`src/rtl/keypad_debounce_encoder.sv`:
```
// Synchronizes and debounces three raw keypad contacts and emits one single-cycle code pulse per
// accepted press. Simultaneous multi-key presses are rejected and flagged on multi_err.
module keypad_debounce_encoder #(
   parameter int unsigned DEBOUNCE_CYCLES = 16,
   parameter int unsigned CNT_W           = 5
) (
   input  logic       clk,
   input  logic       n_rst,
   input  logic       key_1_raw,
   input  logic       key_2_raw,
   input  logic       key_star_raw,
   output logic [1:0] button_2_1,
   output logic       button_star,
   output logic       multi_err,
   output logic       key_busy
);

   localparam logic [CNT_W-1:0] CntMax = CNT_W'(DEBOUNCE_CYCLES - 1);

   typedef enum logic [1:0] {StIdle, StDebounce, StEmit, StWaitRel} state_e;

   state_e           state_q, state_d;
   logic [CNT_W-1:0] cnt_q, cnt_d;
   logic [2:0]       cand_q, cand_d;
   logic [2:0]       sync1_q, sync2_q;
   logic [2:0]       kv;
   logic             one_hot;
   logic [1:0]       btn_q, btn_d;
   logic             star_q, star_d;
   logic             err_q, err_d;

   assign kv      = sync2_q;
   assign one_hot = (kv == 3'b001) || (kv == 3'b010) || (kv == 3'b100);

   always_ff @(posedge clk or negedge n_rst) begin
      if (!n_rst) begin
         sync1_q <= 3'b000;
         sync2_q <= 3'b000;
         state_q <= StIdle;
         cnt_q   <= '0;
         cand_q  <= 3'b000;
         btn_q   <= 2'b00;
         star_q  <= 1'b0;
         err_q   <= 1'b0;
      end else begin
         sync1_q <= {key_star_raw, key_2_raw, key_1_raw};
         sync2_q <= sync1_q;
         state_q <= state_d;
         cnt_q   <= cnt_d;
         cand_q  <= cand_d;
         btn_q   <= btn_d;
         star_q  <= star_d;
         err_q   <= err_d;
      end
   end

   always_comb begin
      state_d = state_q;
      cnt_d   = cnt_q;
      cand_d  = cand_q;
      case (state_q)
         StIdle: begin
            if (kv != 3'b000) begin
               cnt_d = '0;
               if (one_hot) begin
                  cand_d  = kv;
                  state_d = StDebounce;
               end else begin
                  state_d = StWaitRel;
               end
            end
         end
         StDebounce: begin
            // Any change aborts silently; IDLE re-evaluates kv on the next edge.
            if (kv == cand_q) begin
               if (cnt_q == CntMax) state_d = StEmit;
               else                 cnt_d   = cnt_q + CNT_W'(1);
            end else begin
               state_d = StIdle;
            end
         end
         StEmit: begin
            state_d = StWaitRel;
            cnt_d   = '0;
         end
         StWaitRel: begin
            if (kv == 3'b000) begin
               if (cnt_q == CntMax) state_d = StIdle;
               else                 cnt_d   = cnt_q + CNT_W'(1);
            end else begin
               cnt_d = '0;
            end
         end
         default: begin
            state_d = StIdle;
            cnt_d   = '0;
         end
      endcase
   end

   always_comb begin
      btn_d  = 2'b00;
      star_d = 1'b0;
      err_d  = 1'b0;
      if (state_q == StIdle && kv != 3'b000 && !one_hot) begin
         err_d = 1'b1;
      end
      // Output registers load on the DEBOUNCE->EMIT edge so the pulse spans the EMIT cycle.
      if (state_q == StDebounce && kv == cand_q && cnt_q == CntMax) begin
         btn_d  = cand_q[1:0];
         star_d = cand_q[2];
      end
   end

   assign button_2_1  = btn_q;
   assign button_star = star_q;
   assign multi_err   = err_q;
   assign key_busy    = (state_q != StIdle);

endmodule
```
`config.mk`:
```
export PLATFORM = sky130hd
export DESIGN_NAME = keypad_debounce_encoder
export DESIGN_NICKNAME = d
export VERILOG_FILES = /design/src/rtl/keypad_debounce_encoder.sv
export SDC_FILE = /design/constraint.sdc
export NUM_CORES = 1
export LEC_CHECK = 0
export ABC_CLOCK_PERIOD_IN_PS = 1400
export CAP_MARGIN = 10
export CORE_MARGIN = 3
export CORE_UTILIZATION = 30
export CTS_BUF_LIST = sky130_fd_sc_hd__clkbuf_4
export DETAILED_ROUTE_END_ITERATION = 12
export DONT_BUFFER_PORTS = 1
export PLACE_DENSITY = 0.46
export SLEW_MARGIN = 30
export SYNTH_ARGS = -nofsm -noshare
export SYNTH_HDL_FRONTEND = slang
export SYNTH_SLANG_ARGS = --single-unit
```
`constraint.sdc`:
```
create_clock -name clk -period 1.4 [get_ports clk]
set_input_delay 0.14 -clock clk [delete_from_list [all_inputs] [get_ports clk]]
set_output_delay 0.14 -clock clk [all_outputs]
set_load 0.02 [all_outputs]
```
==> flow_metrics.env, run 1 <==
export IMPL_max_slew_margin_pct=68.9
export IMPL_worst_ep_arrival_time_ns=1.70
export IMPL_final_hold_violation_count=0
export IMPL_grt_busiest_layer="met2"
export IMPL_gpl_final_weighted_congestion=0.766
export IMPL_postSynthCellCount=89
export IMPL_die_height_um=61.8
export IMPL_design_die_area_mm2=0.00382
export IMPL_layout_cell_share_with_drive_strength_beyond_1_pct=38.1
export IMPL_grt_pass1_wl_mm=3.62
export IMPL_grt_pass1_vias=797
export IMPL_floorplan_io_pins=10
export IMPL_yosys_warnings=0
export IMPL_timing_clock_skew_ns=0.00371
export IMPL_final_instance_count_excl_fill=149
export IMPL_grt_overflow_total=0
export IMPL_residual_drc=0
export IMPL_detail_route_antenna_nets=0
export IMPL_p_per_area_mw_per_mm2=1090
export IMPL_cts_buffers=3
export IMPL_routing_usage_on_met2_pct=21.1
export IMPL_total_leakage_power_uw=0.000585
export IMPL_worst_slew_pin_tran_ns=0.466
export IMPL_groute_layer_met3_usage_pct=4.34
export IMPL_critical_path_startpoint_type="flop"
export IMPL_post_synth_instance_area_um2=933
export IMPL_route_final_wire_length_mm=2.15
export IMPL_dp_final_hpwl_mm=1.46
export IMPL_syn_mean_instance_area_um2=10.5
export IMPL_port_buffer_count=0
export IMPL_synthArstFlopShare_pct=100
export IMPL_synth_distinct_cells=32
export IMPL_groute_usage_overall_pct=13.0
export IMPL_core_rowCount=19
export IMPL_area_growth_syn_to_layout_pct=38.3
export IMPL_timing_final_ws_setup_ns=-0.0537
export IMPL_grt_max_degree=21
export IMPL_timing_critical_path_fanout_max=5
export IMPL_slowest_cp_cell="sky130_fd_sc_hd__dfrtp_2"
export IMPL_clk_pin_slew_worst_paths_ns=0.12
export IMPL_logic_depth_of_the_worst_setup_path_including_buffers=4
export IMPL_drt_first_pass_iters=4
export IMPL_hp_class="in -> async"
export IMPL_max_cap_violations=0
export IMPL_tritoncts="yes"
export IMPL_routed_wire_length_per_instance_um=14.4
export IMPL_hold_slack_ns=0.322
export IMPL_grt_util_met1_pct=16.9
export IMPL_drt_vias_per_instance=5.21
export IMPL_final_setup_viol_count=6
export IMPL_fp_coreArea_mm2=0.00285
export IMPL_placement_cell_area_mm2=0.00110
export IMPL_worst_r2r_path_depth=4
export IMPL_dr_first_iter_drc_count=11
export IMPL_num_nets_final=125
export IMPL_ctsRootBufferMaster="sky130_fd_sc_hd__clkbuf_4"
export IMPL_r2r_end="cnt_q[2]$_DFFE_PN0P_"
export IMPL_violations="negative setup slack"
export IMPL_cp_data_required_time_ns=1.65
export IMPL_total_power_uw=1400
export IMPL_timing_final_crit_period_ns=1.45
export IMPL_antenna_cells_inserted=0
export IMPL_run_status="complete, but fails checks"
export IMPL_bufs_on_longest_clock_path=2
export IMPL_cpLargestDelayFamily="compound AO/OA/AOI/OAI gates"
export IMPL_final_fill_count=274
export IMPL_effective_utilization_at_floorplan_pct=32.7
export IMPL_clock_tree_htree_level_count=1
export IMPL_setup_repair_after_global_routing_missed_its_margin="true"
export IMPL_max_stage_delay_ns=0.46
export IMPL_setup_tns_ns=-0.198
export IMPL_max_clock_freq_mhz=688
export IMPL_crit_start="kv[1]$_DFF_PN0_"
export IMPL_finalInstanceArea_mm2=0.00129
export IMPL_cp_num_buf_inv=0
export IMPL_worstSetupEndpoint="cnt_q[2]$_DFFE_PN0P_"
export IMPL_maxSlewViolCount=0
export IMPL_synth_enable_flop_cells=0
export IMPL_synth_seq_area_share_pct=53.6
export IMPL_die_w_um=61.8
export IMPL_ys_ff_latch=20
export IMPL_final_min_period_over_clock_period_pct=104
export IMPL_synth_flop_cell="sky130_fd_sc_hd__dfrtp_1"
export IMPL_worst_setup_path_type="reg -> reg"
export IMPL_timing_critical_path_cells="or3_4, a21o_1, a31oi_1, o22a_1"
export IMPL_setup_worst_path_end_class="flop"
export IMPL_r2r_start="kv[1]$_DFF_PN0_"
export IMPL_placed_cells_incl_taps=135
export IMPL_detailroute_via_count=776
export IMPL_tritoncts_num_sinks=20
export IMPL_irDropWorstVdd_uv=430
export IMPL_number_of_antenna_violations_at_the_first_check_in_global_routing=0
export IMPL_insertion_delay_ns=0.30
export IMPL_regToRegSetupSlack_ns=-0.05
export IMPL_syn_nets=95
## sequential cells by signal (all words and copies together), names as in the netlist
name and count:
button_star 1, multi_err 1, button_2_1 2, state_q 2, sync1_q 3, kv 3
cnt_q 5, cand_q 3
## cell usage in the layout, fill, tap and decap left out, drive strengths merged, types with 3 or more instances in the layout
master        n
dfrtp        20
clkbuf        3
a21oi         5
buf          25
and2          4
nor2          6
a31oi         3
nand2         8
inv           3
xnor2         4
dlygate4sd3   4
o21ai         4
## worst min path at each step
| stage | to | depth (start not counted) | from |
|---|---|---|---|
| after global routing | cand_q[1]$_DFFE_PN0P_ | 2 | n_rst |
| after CTS | sync1_q[1]$_DFF_PN0_ | 1 | key_2_raw |
| after detailed placement | cand_q[2]$_DFFE_PN0P_ | 0 | n_rst |
| final | cand_q[0]$_DFFE_PN0P_ | 2 | n_rst |
| after global placement | cand_q[2]$_DFFE_PN0P_ | 0 | n_rst |
| after floorplan | button_2_1[0]$_DFF_PN0_ | 0 | n_rst |
## cell usage after synthesis, drive strengths merged, types with 2 or more instances
library cell  number  area (um^2)
o21ai              4         20.0
nand4b             2         17.5
o31ai              2         15.0
a21o               2         15.0
o22a               2         17.5
o211ai             2         15.0
nand2              8         30.0
a21boi             2         15.0
o21a               2         15.0
dfrtp             20          500
a21oi              5         28.8
and2               4         25.0
xnor2              4         35.0
nor3               2         10.0
buf                3         21.3
nor2               6         22.5
inv                3         11.3
a31oi              3         18.8
nand3              2         10.0
## metrics by stage
step	setup WS (ns)	util (%)
finish	-0.0537	45.3
global route	-0.140	45.3
CTS	-0.0658	43.6
detailed placement	-0.0905	38.7
global placement	-0.0857	38.7
floorplan	0.0141	-
## power by group
part | switching [uW] | leakage [uW] | internal (uW) | total [uW]
clock network | 180 | 0.0000279 | 289 | 470
logic | 146 | 0.000319 | 151 | 296
registers | 29.5 | 0.000237 | 609 | 639
total | 356 | 0.000585 | 1050 | 1400
## timing repair
action,in CTS,in global routing
endpoints found under the hold margin,23,20
gates resized for setup,11,5
setup buffers,1,4
setup endpoints to repair,9,11
pin swaps,3,2
hold buffers,4,1
## layout make-up
| type | count | area, um^2 | area share [%] |
|---|---|---|---|
| multi-input combinational | 62 | 449 | 34.8 |
| tap | 31 | 38.8 | 3.00 |
| timing repair buffer | 29 | 233 | 18.0 |
| clock buffer | 3 | 22.5 | 1.74 |
| inverter | 3 | 13.8 | 1.07 |
| clock inverter | 1 | 30.0 | 2.33 |
| sequential | 20 | 504 | 39.1 |
## kinds of logic (layout without fill, tap and decap cells)
family / Yosys count / in the layout / share of synthesized area [%]
simple gates: 29 / 29 / 16.6
compound gates: 28 / 28 / 20.8
flops: 20 / 20 / 53.6
buf+inv: 7 / 36 / 3.89
xor+xnor: 4 / 4 / 3.75
fa+ha+maj: 1 / 1 / 1.34
## layer usage
metal  share of wire, %  up-vias
met2                 48       19
met3                3.2        4
li1                   -      377
met5                  0        -
met1                 48      376
met4               0.98        0
Note: power is estimated with default switching activity, not from simulation.
==> run 2: changes to the inputs <==
--- a/config.mk
+++ b/config.mk
@@ -7,7 +7,7 @@
 export LEC_CHECK = 0
 export ABC_CLOCK_PERIOD_IN_PS = 1400
 export CAP_MARGIN = 10
-export CORE_MARGIN = 3
+export CORE_MARGIN = 4
 export CORE_UTILIZATION = 30
 export CTS_BUF_LIST = sky130_fd_sc_hd__clkbuf_4
 export DETAILED_ROUTE_END_ITERATION = 12
==> run 2 against run 1 <==
  * Maximum frequency grew 0.55%
  * Register-to-register slack hardly changed
  * Critical path type unchanged
  * The flow still finishes with violations (negative setup slack)
  * Largest cell class unchanged
  * Total power is 13% lower
  * Highest routed layer unchanged
  * Via count grew 0.13%
==> flow_metrics.env, run 2 (synthesized netlist as in run 1, its figures left out) <==
export IMPL_run_status="complete, but fails checks"
export IMPL_violations="negative setup slack"
export IMPL_max_cap_violations=0
export IMPL_worst_r2r_path_depth=4
export IMPL_total_leakage_power_uw=0.000590
export IMPL_grt_pass1_vias=736
export IMPL_bufs_on_longest_clock_path=2
export IMPL_tritoncts_num_sinks=20
export IMPL_number_of_antenna_violations_at_the_first_check_in_global_routing=0
export IMPL_port_buffer_count=0
export IMPL_gpl_final_weighted_congestion=0.777
export IMPL_final_setup_viol_count=6
export IMPL_final_min_period_over_clock_period_pct=103
export IMPL_drt_first_pass_iters=4
export IMPL_layout_utilization_pct=45.6
export IMPL_dr_first_iter_drc_count=13
export IMPL_floorplan_io_pins=10
export IMPL_clock_tree_htree_level_count=1
export IMPL_max_slew_margin_pct=69.0
export IMPL_drt_vias_per_instance=5.08
export IMPL_clk_pin_slew_worst_paths_ns=0.11
export IMPL_max_clock_freq_mhz=692
export IMPL_largest_register="cnt_q"
export IMPL_die_height_um=63.8
export IMPL_grt_max_degree=21
export IMPL_grt_pass1_wl_mm=3.38
export IMPL_final_hold_violation_count=0
export IMPL_p_per_area_mw_per_mm2=942
export IMPL_maxSlewViolCount=0
export IMPL_timing_final_crit_period_ns=1.45
export IMPL_ctsRootBufferMaster="sky130_fd_sc_hd__clkbuf_4"
export IMPL_total_power_uw=1230
export IMPL_final_cell_mix="sky130_fd_sc_hd__buf_4, sky130_fd_sc_hd__dfrtp_1, sky130_fd_sc_hd__nand2_1, sky130_fd_sc_hd__nor2_1"
export IMPL_final_instance_count_excl_fill=153
export IMPL_tritoncts="yes"
export IMPL_critical_path_startpoint_type="flop"
export IMPL_core_rowCount=19
export IMPL_grt_overflow_total=0
export IMPL_placement_setup_worst_slack_ns=-0.0451
export IMPL_timing_critical_path_fanout_max=5
export IMPL_worst_setup_path_type="reg -> reg"
export IMPL_die_w_um=63.8
export IMPL_cts_buffers=3
export IMPL_final_fill_count=276
export IMPL_worst_slew_pin_tran_ns=0.464
export IMPL_placed_cells_incl_taps=136
export IMPL_effective_utilization_at_floorplan_pct=32.7
export IMPL_routed_wire_length_per_instance_um=13.3
export IMPL_dp_final_hpwl_mm=1.37
export IMPL_final_common_cell="sky130_fd_sc_hd__buf_4"
export IMPL_cp_data_required_time_ns=1.65
export IMPL_fp_coreArea_mm2=0.00285
export IMPL_setup_repair_after_global_routing_missed_its_margin="true"
export IMPL_residual_drc=0
export IMPL_worst_ep_arrival_time_ns=1.70
export IMPL_largest_reg_flops=5
export IMPL_groute_usage_overall_pct=10.8
export IMPL_antenna_cells_inserted=0
export IMPL_area_growth_syn_to_layout_pct=39.3
export IMPL_detailroute_via_count=777
export IMPL_num_nets_final=129
export IMPL_route_final_wire_length_mm=2.04
export IMPL_design_die_area_mm2=0.00407
export IMPL_setup_worst_path_end_class="flop"
export IMPL_layout_cell_share_with_drive_strength_beyond_1_pct=37.7
export IMPL_hp_class="in -> async"
export IMPL_detail_route_antenna_nets=0
export IMPL_irDropWorstVdd_uv=415
export IMPL_timing_final_ws_setup_ns=-0.0458
export IMPL_timing_clock_skew_ns=0.00118
export IMPL_insertion_delay_ns=0.30
==> run 2: path summary, 6_finish.rpt <==
kind	from	end	slack [ns]
min	n_rst	button_2_1[0]$_DFF_PN0_	0.31
max reg2reg	kv[1]$_DFF_PN0_	cnt_q[2]$_DFFE_PN0P_	-0.05
max in group asynchronous	n_rst	kv[2]$_DFF_PN0_	0.75
min reg2reg	sync1_q[0]$_DFF_PN0_	kv[0]$_DFF_PN0_	0.36
max	kv[1]$_DFF_PN0_	cnt_q[2]$_DFFE_PN0P_	-0.05
min in group clk	sync1_q[0]$_DFF_PN0_	kv[0]$_DFF_PN0_	0.36
==> run 2: cell type report <==
type | count | area (um^2) | area share [%]
repair buffers | 33 | 259 | 19.9
multi-input cells | 62 | 460 | 35.4
clock inverters | 1 | 3.75 | 0.289
clock buffers | 3 | 22.5 | 1.73
well taps | 31 | 38.8 | 2.98
inverters | 3 | 11.3 | 0.866
flip-flops and latches | 20 | 504 | 38.8
==> run 2: repair_timing <==
action,in CTS,in global routing
hold endpoints to repair,23,20
resized for setup,7,6
pin swaps,2,2
buffers inserted,2,6
setup endpoints to repair,8,11
hold buffers,4,1
==> run 2: report_power, final <==
group          internal (uW)  total (uW)  leakage (uW)  switching (uW)
clock network            104         285     0.0000154             181
registers                609         638      0.000237            29.0
logic                    160         302      0.000338             142
==> run 2: worst max-delay path, stage by stage, from the launching register on <==
cell and delay (ns):
sky130_fd_sc_hd__dfrtp_2 0.47, sky130_fd_sc_hd__or3_4 0.42, sky130_fd_sc_hd__a21o_1 0.19, sky130_fd_sc_hd__a31oi_1 0.17, sky130_fd_sc_hd__o22a_1 0.15
==> run 2: routing by layer <==
layer  track usage [%]  vias up  share of wire, %
li1                  -      388                 -
met1              14.2      371                48
met5                 0        -                 0
met2              16.0       16                47
met4              6.47        0              0.98
met3              2.80        2               4.1
==> run 2: per-stage QoR <==
step	area [um^2]	hold WS, ns	TNS, ns
detailed placement	1110	-0.155	-0.220
CTS	1220	0.366	-0.187
finish	1300	0.307	-0.140
global placement	1110	-0.155	-0.240
floorplan	948	-0.156	0
global route	1300	0.322	-0.697
